`config.mk`:
```
export PLATFORM = sky130hd
export DESIGN_NAME = heap_arbiter
export DESIGN_NICKNAME = d
export VERILOG_FILES = /design/src/rtl/heap_arbiter_pkg.sv /design/src/rtl/heap_arbiter_arb_rr2.sv /design/src/rtl/heap_arbiter.sv
export SDC_FILE = /design/constraint.sdc
export NUM_CORES = 1
export LEC_CHECK = 0
export BUFFER_PORTS_ARGS = -buffer_cell sky130_fd_sc_hd__buf_2
export CORE_AREA = 3 3 80 82
export DETAILED_ROUTE_END_ITERATION = 6
export DIE_AREA = 0 0 83 85
export HOLD_SLACK_MARGIN = 0.1
export PLACE_DENSITY = 0.74
export RECOVER_POWER = 50
export SLEW_MARGIN = 30
export SYNTH_ARGS = -nofsm -noshare
export SYNTH_HDL_FRONTEND = slang
export SYNTH_HIERARCHICAL = 1
export SYNTH_SLANG_ARGS = --single-unit
```
`constraint.sdc`:
```
create_clock -name i_clk -period 4.7 [get_ports i_clk]
set_input_delay 0.47 -clock i_clk [delete_from_list [all_inputs] [get_ports i_clk]]
set_output_delay 0.47 -clock i_clk [all_outputs]
set_load 0.01 [all_outputs]
```
`src/rtl/heap_arbiter_pkg.sv`:
```
// Shared op encodings, reserved heap words and state types for heap_arbiter.
package heap_arbiter_pkg;

  localparam int DW = 16;

  typedef enum logic [1:0] {
    OP_ALLOC = 2'd0,
    OP_FREE  = 2'd1,
    OP_READ  = 2'd2,
    OP_WRITE = 2'd3
  } op_e;

  // Reserved heap words; addresses below 16'h0005 are never real cells.
  localparam logic [DW-1:0] UNDEF = 16'h0000;
  localparam logic [DW-1:0] NIL   = 16'h0001;
  localparam logic [DW-1:0] FALSE = 16'h0002;
  localparam logic [DW-1:0] TRUE  = 16'h0003;
  localparam logic [DW-1:0] UNIT  = 16'h0004;
  localparam logic [DW-1:0] ZERO  = 16'h8000;

  // Type tag lives in the MSB: 1 = immediate integer, 0 = pointer/reserved.
  localparam logic TAG_INT = 1'b1;
  localparam logic TAG_PTR = 1'b0;

  typedef enum logic [1:0] {
    RES_NONE = 2'd0,
    RES_ADDR = 2'd1,
    RES_DATA = 2'd2
  } res_e;

  typedef enum logic {
    ST_RUN  = 1'b0,
    ST_HALT = 1'b1
  } state_e;

  function automatic logic is_pair(input logic [1:0] op_a, input logic [1:0] op_b);
    return ((op_a == OP_ALLOC) && (op_b == OP_FREE)) ||
           ((op_a == OP_FREE) && (op_b == OP_ALLOC));
  endfunction

endpackage

```
`src/rtl/heap_arbiter_arb_rr2.sv`:
```
// Two-way picker for non-paired contention: round-robin by default,
// strict req0 priority when HEAP_ARB_FIXED_PRIO_EN is defined.
module heap_arbiter_arb_rr2 (
  input  logic       i_clk,
  input  logic       i_rst,
  input  logic [1:0] req,
  input  logic       adv,
  output logic [1:0] gnt
);

`ifdef HEAP_ARB_FIXED_PRIO_EN
  logic unused_rr;
  assign unused_rr = ^{i_clk, i_rst, adv};

  always_comb begin
    gnt = 2'b00;
    if (req[0]) gnt = 2'b01;
    else if (req[1]) gnt = 2'b10;
  end
`else
  // fav_reg names the requester that wins the next tie.
  logic fav_reg, fav_next;

  always_comb begin
    gnt = req;
    if (&req) gnt = fav_reg ? 2'b10 : 2'b01;
    fav_next = fav_reg;
    if (adv && (|gnt)) fav_next = gnt[0];
  end

  always_ff @(posedge i_clk) begin
    if (i_rst) fav_reg <= 1'b0;
    else       fav_reg <= fav_next;
  end
`endif

endmodule

```
`src/rtl/heap_arbiter.sv`:
```
// Two-requester front end for the linked-memory heap; pairs ALLOC with FREE.
// Build option HEAP_ARB_FIXED_PRIO_EN selects strict req0 priority for ties.
module heap_arbiter
  import heap_arbiter_pkg::*;
#(
  parameter int DATA_SZ = 16,
  parameter int NREQ    = 2
) (
  input  logic                 i_clk,
  input  logic                 i_rst,
  input  logic [1:0]           i_req,
  input  logic [3:0]           i_op,
  input  logic [2*DATA_SZ-1:0] i_data,
  input  logic [2*DATA_SZ-1:0] i_addr,
  output logic [1:0]           o_gnt,
  output logic [1:0]           o_rvalid,
  output logic [DATA_SZ-1:0]   o_result,
  output logic                 o_err,
  output logic                 o_alloc,
  output logic [DATA_SZ-1:0]   o_data,
  output logic                 o_free,
  output logic [DATA_SZ-1:0]   o_faddr,
  output logic                 o_wr,
  output logic [DATA_SZ-1:0]   o_waddr,
  output logic [DATA_SZ-1:0]   o_wdata,
  output logic                 o_rd,
  output logic [DATA_SZ-1:0]   o_raddr,
  input  logic [DATA_SZ-1:0]   i_heap_addr,
  input  logic [DATA_SZ-1:0]   i_heap_rdata,
  input  logic                 i_heap_err
);

  state_e     state_reg, state_next;
  logic [1:0] pend_reg, pend_next;
  res_e       kind_reg, kind_next;

  logic       run, pair;
  logic [1:0] req_eff, arb_gnt, gnt;
  logic [1:0] op_w [2];
  logic [DATA_SZ-1:0] data_w [2];
  logic [DATA_SZ-1:0] addr_w [2];
  logic [1:0] sel_alloc, sel_free, sel_rd, sel_wr;
  logic [DATA_SZ-1:0] alloc_data_m [2];
  logic [DATA_SZ-1:0] free_addr_m [2];
  logic [DATA_SZ-1:0] rd_addr_m [2];
  logic [DATA_SZ-1:0] wr_addr_m [2];
  logic [DATA_SZ-1:0] wr_data_m [2];

  // Reset is treated as a halt for this cycle so nothing leaks out while it is held.
  assign run     = (state_reg == ST_RUN) && !i_rst;
  assign req_eff = i_req & {2{run}};
  assign pair    = (&req_eff) && is_pair(op_w[0], op_w[1]);

  heap_arbiter_arb_rr2 u_arb (
    .i_clk (i_clk),
    .i_rst (i_rst),
    .req   (req_eff),
    .adv   (!pair),
    .gnt   (arb_gnt)
  );

  assign gnt   = pair ? 2'b11 : arb_gnt;
  assign o_gnt = gnt;

  genvar gi;
  generate
    for (gi = 0; gi < 2; gi++) begin : g_req
      assign op_w[gi]   = i_op[2*gi +: 2];
      assign data_w[gi] = i_data[DATA_SZ*gi +: DATA_SZ];
      assign addr_w[gi] = i_addr[DATA_SZ*gi +: DATA_SZ];

      assign sel_alloc[gi] = gnt[gi] && (op_w[gi] == OP_ALLOC);
      assign sel_free[gi]  = gnt[gi] && (op_w[gi] == OP_FREE);
      assign sel_rd[gi]    = gnt[gi] && (op_w[gi] == OP_READ);
      assign sel_wr[gi]    = gnt[gi] && (op_w[gi] == OP_WRITE);

      assign alloc_data_m[gi] = sel_alloc[gi] ? data_w[gi] : '0;
      assign free_addr_m[gi]  = sel_free[gi]  ? addr_w[gi] : '0;
      assign rd_addr_m[gi]    = sel_rd[gi]    ? addr_w[gi] : '0;
      assign wr_addr_m[gi]    = sel_wr[gi]    ? addr_w[gi] : '0;
      assign wr_data_m[gi]    = sel_wr[gi]    ? data_w[gi] : '0;
    end
  endgenerate

  // At most one granted op of each kind, so OR-merging the masked fields is a mux.
  assign o_alloc = |sel_alloc;
  assign o_data  = alloc_data_m[0] | alloc_data_m[1];
  assign o_free  = |sel_free;
  assign o_faddr = free_addr_m[0] | free_addr_m[1];
  assign o_rd    = |sel_rd;
  assign o_raddr = rd_addr_m[0] | rd_addr_m[1];
  assign o_wr    = |sel_wr;
  assign o_waddr = wr_addr_m[0] | wr_addr_m[1];
  assign o_wdata = wr_data_m[0] | wr_data_m[1];

  always_comb begin
    state_next = state_reg;
    pend_next  = gnt;
    kind_next  = RES_NONE;
    if (o_alloc)   kind_next = RES_ADDR;
    else if (o_rd) kind_next = RES_DATA;
    if ((state_reg == ST_RUN) && i_heap_err) state_next = ST_HALT;
  end

  always_ff @(posedge i_clk) begin
    if (i_rst) begin
      state_reg <= ST_RUN;
      pend_reg  <= 2'b00;
      kind_reg  <= RES_NONE;
    end else begin
      state_reg <= state_next;
      pend_reg  <= pend_next;
      kind_reg  <= kind_next;
    end
  end

  // A paired grant completes both owners; the FREE owner ignores o_result.
  assign o_rvalid = pend_reg & {2{run && !i_heap_err}};
  assign o_err    = (state_reg == ST_HALT);

  always_comb begin
    o_result = UNDEF;
    if (run) begin
      case (kind_reg)
        RES_ADDR: o_result = i_heap_addr;
        RES_DATA: o_result = i_heap_rdata;
        default:  o_result = UNDEF;
      endcase
    end
  end

  always_ff @(posedge i_clk) begin
    if (!i_rst) begin
      assert (NREQ == 2 && DATA_SZ == DW);
      assert (!((o_alloc || o_free) && (o_rd || o_wr)));
      assert (!(o_rd && o_wr));
    end
  end

endmodule

```
==> results of run 1 <==
-- per-layer routing --
layer	vias to the layer above	part of all wire, %	track usage (%)
li1	1351	-	-
met1	1264	38	24.4
met2	158	51	40.5
met3	12	8.8	4.85
met4	0	1.8	5.20
met5	-	0	0
-- metrics by stage --
step	util (%)	cells	worst slack, ns	instance area [um2]
finish	46.5	520	0.796	2700
CTS	47.7	520	1.42	2770
global placement	47.0	517	1.53	2730
floorplan	-	262	1.98	1720
global route	46.5	520	0.625	2700
detailed placement	47.0	517	1.42	2730
-- where the power goes --
| group | internal [mW] | switching (mW) | leakage [nW] |
|---|---|---|---|
| logic | 0.0725 | 0.0954 | 1.33 |
| registers | 0.0536 | 0.00218 | 0.0491 |
| clock network | 0.0549 | 0.0211 | 0.0216 |
| total | 0.181 | 0.119 | 1.40 |
-- kinds of logic after synthesis --
family / count (synthesis) / synth area share (%)
simple gates: 87 / 22.9
fa+ha+maj: 2 / 1.45
flops: 6 / 6.97
buf+inv: 55 / 13.7
compound gates: 111 / 54.5
xor+xnor: 1 / 0.508
-- Yosys cell counts (2+ instances only) --
cell type | instances | area, um2
inv_1 | 23 | 86.3
clkbuf_1 | 21 | 78.8
nor2_1 | 18 | 67.6
o32ai_1 | 15 | 131
buf_6 | 2 | 22.5
a31oi_2 | 3 | 37.5
nor2b_1 | 2 | 12.5
o22ai_1 | 18 | 113
a21oi_1 | 2 | 10.0
buf_2 | 5 | 25.0
ha_1 | 2 | 25.0
a22oi_1 | 16 | 120
dfxtp_1 | 6 | 120
nand2_1 | 51 | 191
o32ai_2 | 2 | 32.5
a22o_1 | 48 | 420
a21boi_0 | 2 | 15.0
and2_1 | 2 | 12.5
buf_4 | 2 | 15.0
and3b_1 | 2 | 17.5
and3_1 | 2 | 12.5
or2_2 | 2 | 12.5
-- worst paths after layout --
| path | to | start | cells after the start |
|---|---|---|---|
| worst max-delay path | o_data[10] | i_rst | 7 |
| worst min-delay path | o_err$_SDFFE_PP0P_ | i_heap_err | 3 |
| worst max register to register | kind_reg[0]$_SDFF_PP0_ | o_err$_SDFFE_PP0P_ | 5 |
| worst min register to register | o_err$_SDFFE_PP0P_ | o_err$_SDFFE_PP0P_ | 2 |
-- area by class of cell --
type / instances / area, um2
tap: 75 / 93.8
fill: 646 / 3110
timing repair buffer: 211 / 1000
inverter: 24 / 90.1
multi-input combinational: 201 / 1360
clock buffer: 3 / 41.3
sequential: 6 / 120
-- worst max-delay path, cell delays in order --
cell and delay, ns:
clkbuf_1 0.21, nor3b_4 0.45, a21boi_0 0.26, nor2b_1 0.21, a31oi_1 1.26, o32ai_1 0.30
buf_2 0.25
==> results.toml, run 1 <==
[clocking]
clk_path_buf_depth = 2
holdBufCountCts = 0
cts-buffers-inserted = 3
cts_sinks = 6
clk_pin_slew_ns = 0.03
cts_setup_buffers = 0
cts_tree = "done"
clock_latency_ns = 0.22
cts_max_level = 1
root_buffer = "clkbuf_8"
cts.repair.resized = 0

[placed_design]
numPortBuffers = 209
place_hpwl_mm = 6.33
globalplace.congestion = 0.872

[sta]
fmax_mhz = 256
slew_viol_final = 60
setup_viol = 0
setup_tns_ns = 0
post-route-period-util_pct = 83.1
fin_skew_ns = 0.00342
final-hold-violation-count = 0
finalWorstPathRequiredPeriod_ns = 3.90
maxSlewHeadroom_pct = -19.6
rsz0062_at_grt = "false"
holdWs_ns = 0.475
worst_pin_slew_ns = 1.79

[worst_setup_path]
end_kind = "output pin"
worstPathArrival_ns = 3.43
r2r_setup_slack_ns = 1.82
start_kind = "input pin"
critPathMaxFanout = 19
required_ns = 4.23
crit_type = "input pin to output pin"

[global_route]
grt_pass1_vias = 2663
grt_pass1_wl_mm = 12.9
grt_max_degree = 40
overflow = 0
antenna_found_initial = 0
grt_usage_pct = 21.5

[power]
p_per_area_nw_per_um2 = 111
total_power_mw = 0.300
ir_drop_mv = 0.0806
p_leak_nw = 1.40

[job]
cap_violations = 2

[yosys]
ys_seq_area_share_pct = 6.97
ys.flop_type = "dfxtp_1"
synthArstFlopShare_pct = 0
syn_avg_cell_area_um2 = 6.58
yosysWarnings = 6
syn-num-nets = 369
netlist_area_um2 = 1720
synth_edf_count = 0
synthDistinctLibCells = 38
ys_seq_elements = 6
synthCells = 262

[routing]
viasPerCell = 5.36
drcViolationCount = 0
drt_first_pass_iters = 5
antenna_left = 0
wl_per_cell_um = 15.6
drt_wl_total_mm = 8.10
drt_iter0_drc = 122
vias = 2785

[floorplanning]
die_h_um = 85
start_util_pct = 29.6
core_area_um2 = 5820
rows = 28
dieArea_um2 = 7060
ios = 210
die_w_um = 83

[cells_and_area]
final_cell_mix = "buf_2 (161), nand2_1 (51), a22o_1 (48), clkbuf_1 (48), inv_1 (23)"
area_growth_pct = 56.9
n_antenna_cell = 0
final_layout_size_suffix_gt1_share_pct = 39.6
fin_nets = 554
layout_commonest_cell = "buf_2"

[hold_path]
hold_path.class = "input pin to flip-flop"

[run_status]
outcome = "finished, violations left"
violations = "max-capacitance violations, max-slew violations"
Note: power is estimated with default switching activity, not from simulation.
==> run 2, diff against run 1 <==
--- a/config.mk
+++ b/config.mk
@@ -5,12 +5,13 @@
 export SDC_FILE = /design/constraint.sdc
 export NUM_CORES = 1
 export LEC_CHECK = 0
+export ABC_AREA = 1
 export BUFFER_PORTS_ARGS = -buffer_cell sky130_fd_sc_hd__buf_2
-export CORE_AREA = 3 3 80 82
+export CORE_MARGIN = 3
+export CORE_UTILIZATION = 31
 export DETAILED_ROUTE_END_ITERATION = 6
-export DIE_AREA = 0 0 83 85
 export HOLD_SLACK_MARGIN = 0.1
-export PLACE_DENSITY = 0.74
+export PLACE_DENSITY = 0.79
 export RECOVER_POWER = 50
 export SLEW_MARGIN = 30
 export SYNTH_ARGS = -nofsm -noshare
==> constraint.sdc (replaced) <==
create_clock -name i_clk -period 3.3 [get_ports i_clk]
set_input_delay 0.33 -clock i_clk [delete_from_list [all_inputs] [get_ports i_clk]]
set_output_delay 0.33 -clock i_clk [all_outputs]
set_load 0.01 [all_outputs]
==> results.toml, run 2 <==
[yosys]
synth_top_cell_by_area = "nand3_1"
syn_avg_cell_area_um2 = 5.34
synthDistinctLibCells = 26
ys_seq_elements = 6
ys.flop_type = "dfxtp_1"
synthCells = 336
ys_seq_area_share_pct = 6.69
synthArstFlopShare_pct = 0
yosysMostFrequentCell = "nand3_1"
netlist_top_cells_count = "nand3_1 (82), o21ai_1 (52), inv_1 (49)"
yosys-top-cells-area = "nand3_1 (23%), o21ai_1 (14%), inv_1 (10%)"
yosys.area.top_type_share_pct = 22.9
synth_edf_count = 0
yosysWarnings = 6
netlist_area_um2 = 1800
syn-num-nets = 443

[power]
p_seq_share_pct = 18.5
ir_drop_mv = 0.0964
combPwrFrac_pct = 56.0
p_leak_nw = 1.49
p_per_area_nw_per_um2 = 152
intPower_mw = 0.247
switchingPower_mw = 0.175
switching_share_pct = 41.5
p_clk_share_pct = 25.5

[placed_design]
numPortBuffers = 209
place_area_um2 = 2800
place_hpwl_mm = 6.43
globalplace.congestion = 0.901

[worst_setup_path]
crit_type = "flip-flop to output pin"
critPathMaxFanout = 33
path_cells = "nor2_1, inv_1, nor2_1, a21boi_0, inv_1, nand2_8, nand3_4, o21ai_0, buf_2"
rr_startpoint = "o_err$_SDFFE_PP0P_"
start_kind = "flip-flop"
cpMaxStageDelayCell = "o21ai_0"
worstPathArrival_ns = 2.50
max_stage_delay_ns = 0.54
crit_start = "o_err$_SDFFE_PP0P_"
required_ns = 2.97
end_kind = "output pin"

[routing]
drt_iter0_drc = 128
vias = 3027
drcViolationCount = 0
viasPerCell = 5.07
antenna_left = 0
drt_wl_total_mm = 7.96
drt_first_pass_iters = 4
wl_per_cell_um = 13.3

[sta]
finalWorstPathRequiredPeriod_ns = 2.83
worst_pin_slew_ns = 0.886
setup_viol = 0
holdWs_ns = 0.333
final-hold-violation-count = 0
slew_viol_final = 0
rsz0062_at_grt = "false"
setup_tns_ns = 0
maxSlewHeadroom_pct = 40.9
fmax_mhz = 353
fin_skew_ns = 0.00187
post-route-period-util_pct = 85.9

[clocking]
root_buffer = "clkbuf_8"
clk_pin_slew_ns = 0.04
cts_sinks = 6
cts_setup_buffers = 0
cts_tree = "done"
cts.repair.resized = 0
clock_latency_ns = 0.22
holdBufCountCts = 0
clk_path_buf_depth = 2
cts-buffers-inserted = 3
cts_max_level = 1

[floorplanning]
start_util_pct = 32.4
die_h_um = 82.1
rows = 27
die_w_um = 82.1
dieArea_um2 = 6740
core_area_um2 = 5540
ios = 210

[run_status]
outcome = "finished clean"

[cells_and_area]
fin_nets = 634
area_growth_pct = 54.8
layout_commonest_cell = "buf_2"
final_cell_mix = "buf_2 (170), nand3_1 (82), inv_1 (49), o21ai_1 (47), nand2_1 (45)"
final_layout_size_suffix_gt1_share_pct = 36.6
n_antenna_cell = 0
stdcell_area_um2 = 2780

[global_route]
grt_max_degree = 46
grt_pass1_vias = 2444
grt_usage_pct = 20.6
overflow = 0
grt_pass1_wl_mm = 11.1
antenna_found_initial = 0

[job]
cap_violations = 0

[hold_path]
hp-start = "i_heap_err"
hold_path.class = "input pin to flip-flop"
[run 2: routing by layer]
| layer | wire length [um] | vias to the layer above | track usage, % |
|---|---|---|---|
| met3 | 812 | 14 | 3.47 |
| met1 | 2820 | 1333 | 21.5 |
| met5 | 0 | - | 0 |
| li1 | - | 1509 | - |
| met4 | 147 | 0 | 7.48 |
| met2 | 4180 | 171 | 40.6 |
[run 2: stage by stage]
step           worst slack (ns)  util (%)  power [mW]  std cells
3_3_place_gp              0.547      50.5       0.314        594
5_1_grt                   0.223      50.2       0.456        597
2_1_floorplan              1.40         -       0.201        336
3_5_place_dp              0.466      50.5       0.317        594
6_report                  0.465      50.2       0.422        597
4_1_cts                   0.385      51.2       0.428        597
[run 2: cells by family after synthesis]
kind of cell	count (synthesis)	synth area share, %
flops	6	6.69
compound gates	102	30.2
simple gates	150	41.5
fa+ha+maj	2	1.39
buf+inv	76	20.2
[run 2: final cells by class]
| type | instances | area, um2 |
|---|---|---|
| Multi-Input combinational cell | 254 | 1300 |
| Inverter | 49 | 184 |
| Timing Repair Buffer | 213 | 1040 |
| Sequential cell | 6 | 120 |
| Clock buffer | 3 | 41.3 |
| Tap cell | 72 | 90.1 |
| Fill cell | 630 | 2760 |
[run 2: final timing paths]
kind                                               end  slack (ns)  cells past startpoint
worst max-delay path                       o_wdata[15]        0.47                      9
worst min-delay path                o_err$_SDFFE_PP0P_        0.33                      3
worst max register to register  kind_reg[1]$_SDFF_PP0_        1.36                     10
worst min register to register      o_err$_SDFFE_PP0P_        0.50                      2
[run 2: power by group through the flow]
stage | clock network, mW | registers, mW | logic (mW)
after detailed placement | 0 | 0.0791 | 0.237
after CTS | 0.111 | 0.0780 | 0.239
final | 0.108 | 0.0781 | 0.236
after global placement | 0 | 0.0790 | 0.235
after global routing | 0.117 | 0.0784 | 0.261
after floorplan | 0 | 0.0791 | 0.122
[run 2: worst max-delay path: cells and delay by family (launching register included)]
kind | cells | cell delay, ns
AOI/OAI and AO/OA | 2 | 0.73
buffers and inverters | 3 | 0.43
DFF | 1 | 0.32
and+or+nand+nor | 4 | 0.78
==> run 3, diff against run 2 <==
--- a/config.mk
+++ b/config.mk
@@ -8,7 +8,7 @@
 export ABC_AREA = 1
 export BUFFER_PORTS_ARGS = -buffer_cell sky130_fd_sc_hd__buf_2
 export CORE_MARGIN = 3
-export CORE_UTILIZATION = 31
+export CORE_UTILIZATION = 32
 export DETAILED_ROUTE_END_ITERATION = 6
 export HOLD_SLACK_MARGIN = 0.1
 export PLACE_DENSITY = 0.79
@@ -16,5 +16,4 @@
 export SLEW_MARGIN = 30
 export SYNTH_ARGS = -nofsm -noshare
 export SYNTH_HDL_FRONTEND = slang
-export SYNTH_HIERARCHICAL = 1
 export SYNTH_SLANG_ARGS = --single-unit
==> results.toml, run 3 <==
[clocking]
clock_latency_ns = 0.23
cts_tree = "done"
cts-buffers-inserted = 3
holdBufCountCts = 0
cts_sinks = 6
cts_setup_buffers = 0
clk_pin_slew_ns = 0.04
cts_max_level = 1
root_buffer = "clkbuf_8"
clk_path_buf_depth = 2
cts.repair.resized = 0

[cells_and_area]
layout_commonest_cell = "nand2_1"
final_layout_size_suffix_gt1_share_pct = 33.9
fin_nets = 690
fin_cells = 653
n_antenna_cell = 0
area_growth_pct = 55.2
fin_util_pct = 52.4
stdcell_area_um2 = 2960
fillCellCount = 646
final_cell_mix = "nand2_1 (168), buf_2 (163), nand3_1 (119), clkbuf_1 (46), a21oi_1 (17)"

[placed_design]
numPortBuffers = 209
place_hpwl_mm = 7.40
globalplace.congestion = 0.866
dp.cells = 650
post-place-ws_ns = 0.849
place_area_um2 = 2970

[worst_setup_path]
required_ns = 2.97
end_kind = "output pin"
worstPathArrival_ns = 2.28
start_kind = "flip-flop"
crit_type = "flip-flop to output pin"
critPathMaxFanout = 29

[floorplanning]
rows = 27
core_area_um2 = 5640
dieArea_um2 = 6910
die_w_um = 83.1
die_h_um = 83.1
ios = 210
start_util_pct = 33.8

[routing]
drt_wl_total_mm = 9.33
wl_per_cell_um = 14.3
drt_iter0_drc = 221
drt_first_pass_iters = 5
antenna_left = 0
viasPerCell = 5.18
vias = 3383
drcViolationCount = 0

[sta]
holdWs_ns = 0.293
worst_pin_slew_ns = 0.839
setup_viol = 0
setup_tns_ns = 0
finalWorstPathRequiredPeriod_ns = 2.61
final-hold-violation-count = 0
rsz0062_at_grt = "false"
fmax_mhz = 384
post-route-period-util_pct = 79.0
fin_skew_ns = 0.00445
slew_viol_final = 0
maxSlewHeadroom_pct = 44.0
fin_ws_ns = 0.694

[global_route]
grt_pass1_vias = 3181
grt_max_degree = 53
grt_pass1_wl_mm = 15.0
antenna_found_initial = 0
grt_usage_pct = 25.7
overflow = 0

[yosys]
ys_seq_elements = 6
synthCells = 390
netlist_area_um2 = 1900
ys_seq_area_share_pct = 6.31
yosysWarnings = 0
syn_avg_cell_area_um2 = 4.88
synth_top_cell_by_area = "nand2_1"
synth_edf_count = 0
syn-num-nets = 497
ys.flop_type = "dfxtp_1"
yosys-top-cells-area = "nand2_1 (33%), nand3_1 (31%), dfxtp_1 (6.3%)"
synthArstFlopShare_pct = 0
yosys.area.top_type_share_pct = 32.9
synthDistinctLibCells = 19
netlist_top_cells_count = "nand2_1 (167), nand3_1 (119), a21oi_1 (17)"
yosysMostFrequentCell = "nand2_1"

[job]
cap_violations = 0

[power]
total_power_mw = 0.447
p_per_area_nw_per_um2 = 151
p_leak_nw = 1.81
ir_drop_mv = 0.155

[run_status]
outcome = "finished clean"

[hold_path]
hold_path.class = "input pin to flip-flop"
[run 3: cell count changes after synthesis, sizes merged]
cell	change
inv	-33
buf	+2
nand3	+46
a21boi	-2
o21ai	-80
clkbuf	+3
nand2	+119
nor2	+1
a21oi	-2
[run 3: kinds of logic after synthesis]
kind of cell	share of synthesized area (%)
fa+ha+maj	1.31
simple gates	75.4
buf+inv	12.3
compound gates	4.73
flops	6.31
[run 3: power by group]
group          internal (mW)  leakage (nW)  total [mW]  switching (mW)
registers             0.0770        0.0493      0.0790         0.00202
clock network         0.0786        0.0216       0.113          0.0342
logic                 0.0956          1.74       0.255           0.160
total                  0.251          1.81       0.447           0.196
[run 3: final timing paths]
path | slack (ns) | to | depth (start not counted) | startpoint
worst min register to register | 0.51 | o_err$_SDFFE_PP0P_ | 2 | o_err$_SDFFE_PP0P_
worst max register to register | 1.36 | kind_reg[0]$_SDFF_PP0_ | 8 | o_err$_SDFFE_PP0P_
worst max-delay path | 0.69 | o_wdata[13] | 9 | o_err$_SDFFE_PP0P_
worst min-delay path | 0.29 | o_err$_SDFFE_PP0P_ | 2 | i_rst
[run 3: critical path, stage by stage (launching register included)]
cell and delay, ns:
dfxtp_1 0.31, nor2_1 0.22, nand2_1 0.15, nor2_1 0.17, nand2_2 0.10, nand2_2 0.45
buf_4 0.31, nand3_1 0.10, nand2_1 0.10, buf_2 0.13
[run 3: final cells by class]
type / count / area, um2 / area share [%]
Multi-Input combinational cell: 336 / 1550 / 52.4
Inverter: 16 / 60.1 / 2.03
Timing Repair Buffer: 220 / 1100 / 37.1
Clock buffer: 3 / 41.3 / 1.40
Sequential cell: 6 / 120 / 4.06
Tap cell: 72 / 90.1 / 3.05
[run 3: routing by layer]
metal	global-route usage (%)	up-vias	part of all wire (%)
met4	8.17	0	2.2
met3	4.86	18	10
met1	28.8	1488	36
met5	0	-	0
met2	48.4	220	52
li1	-	1657	-
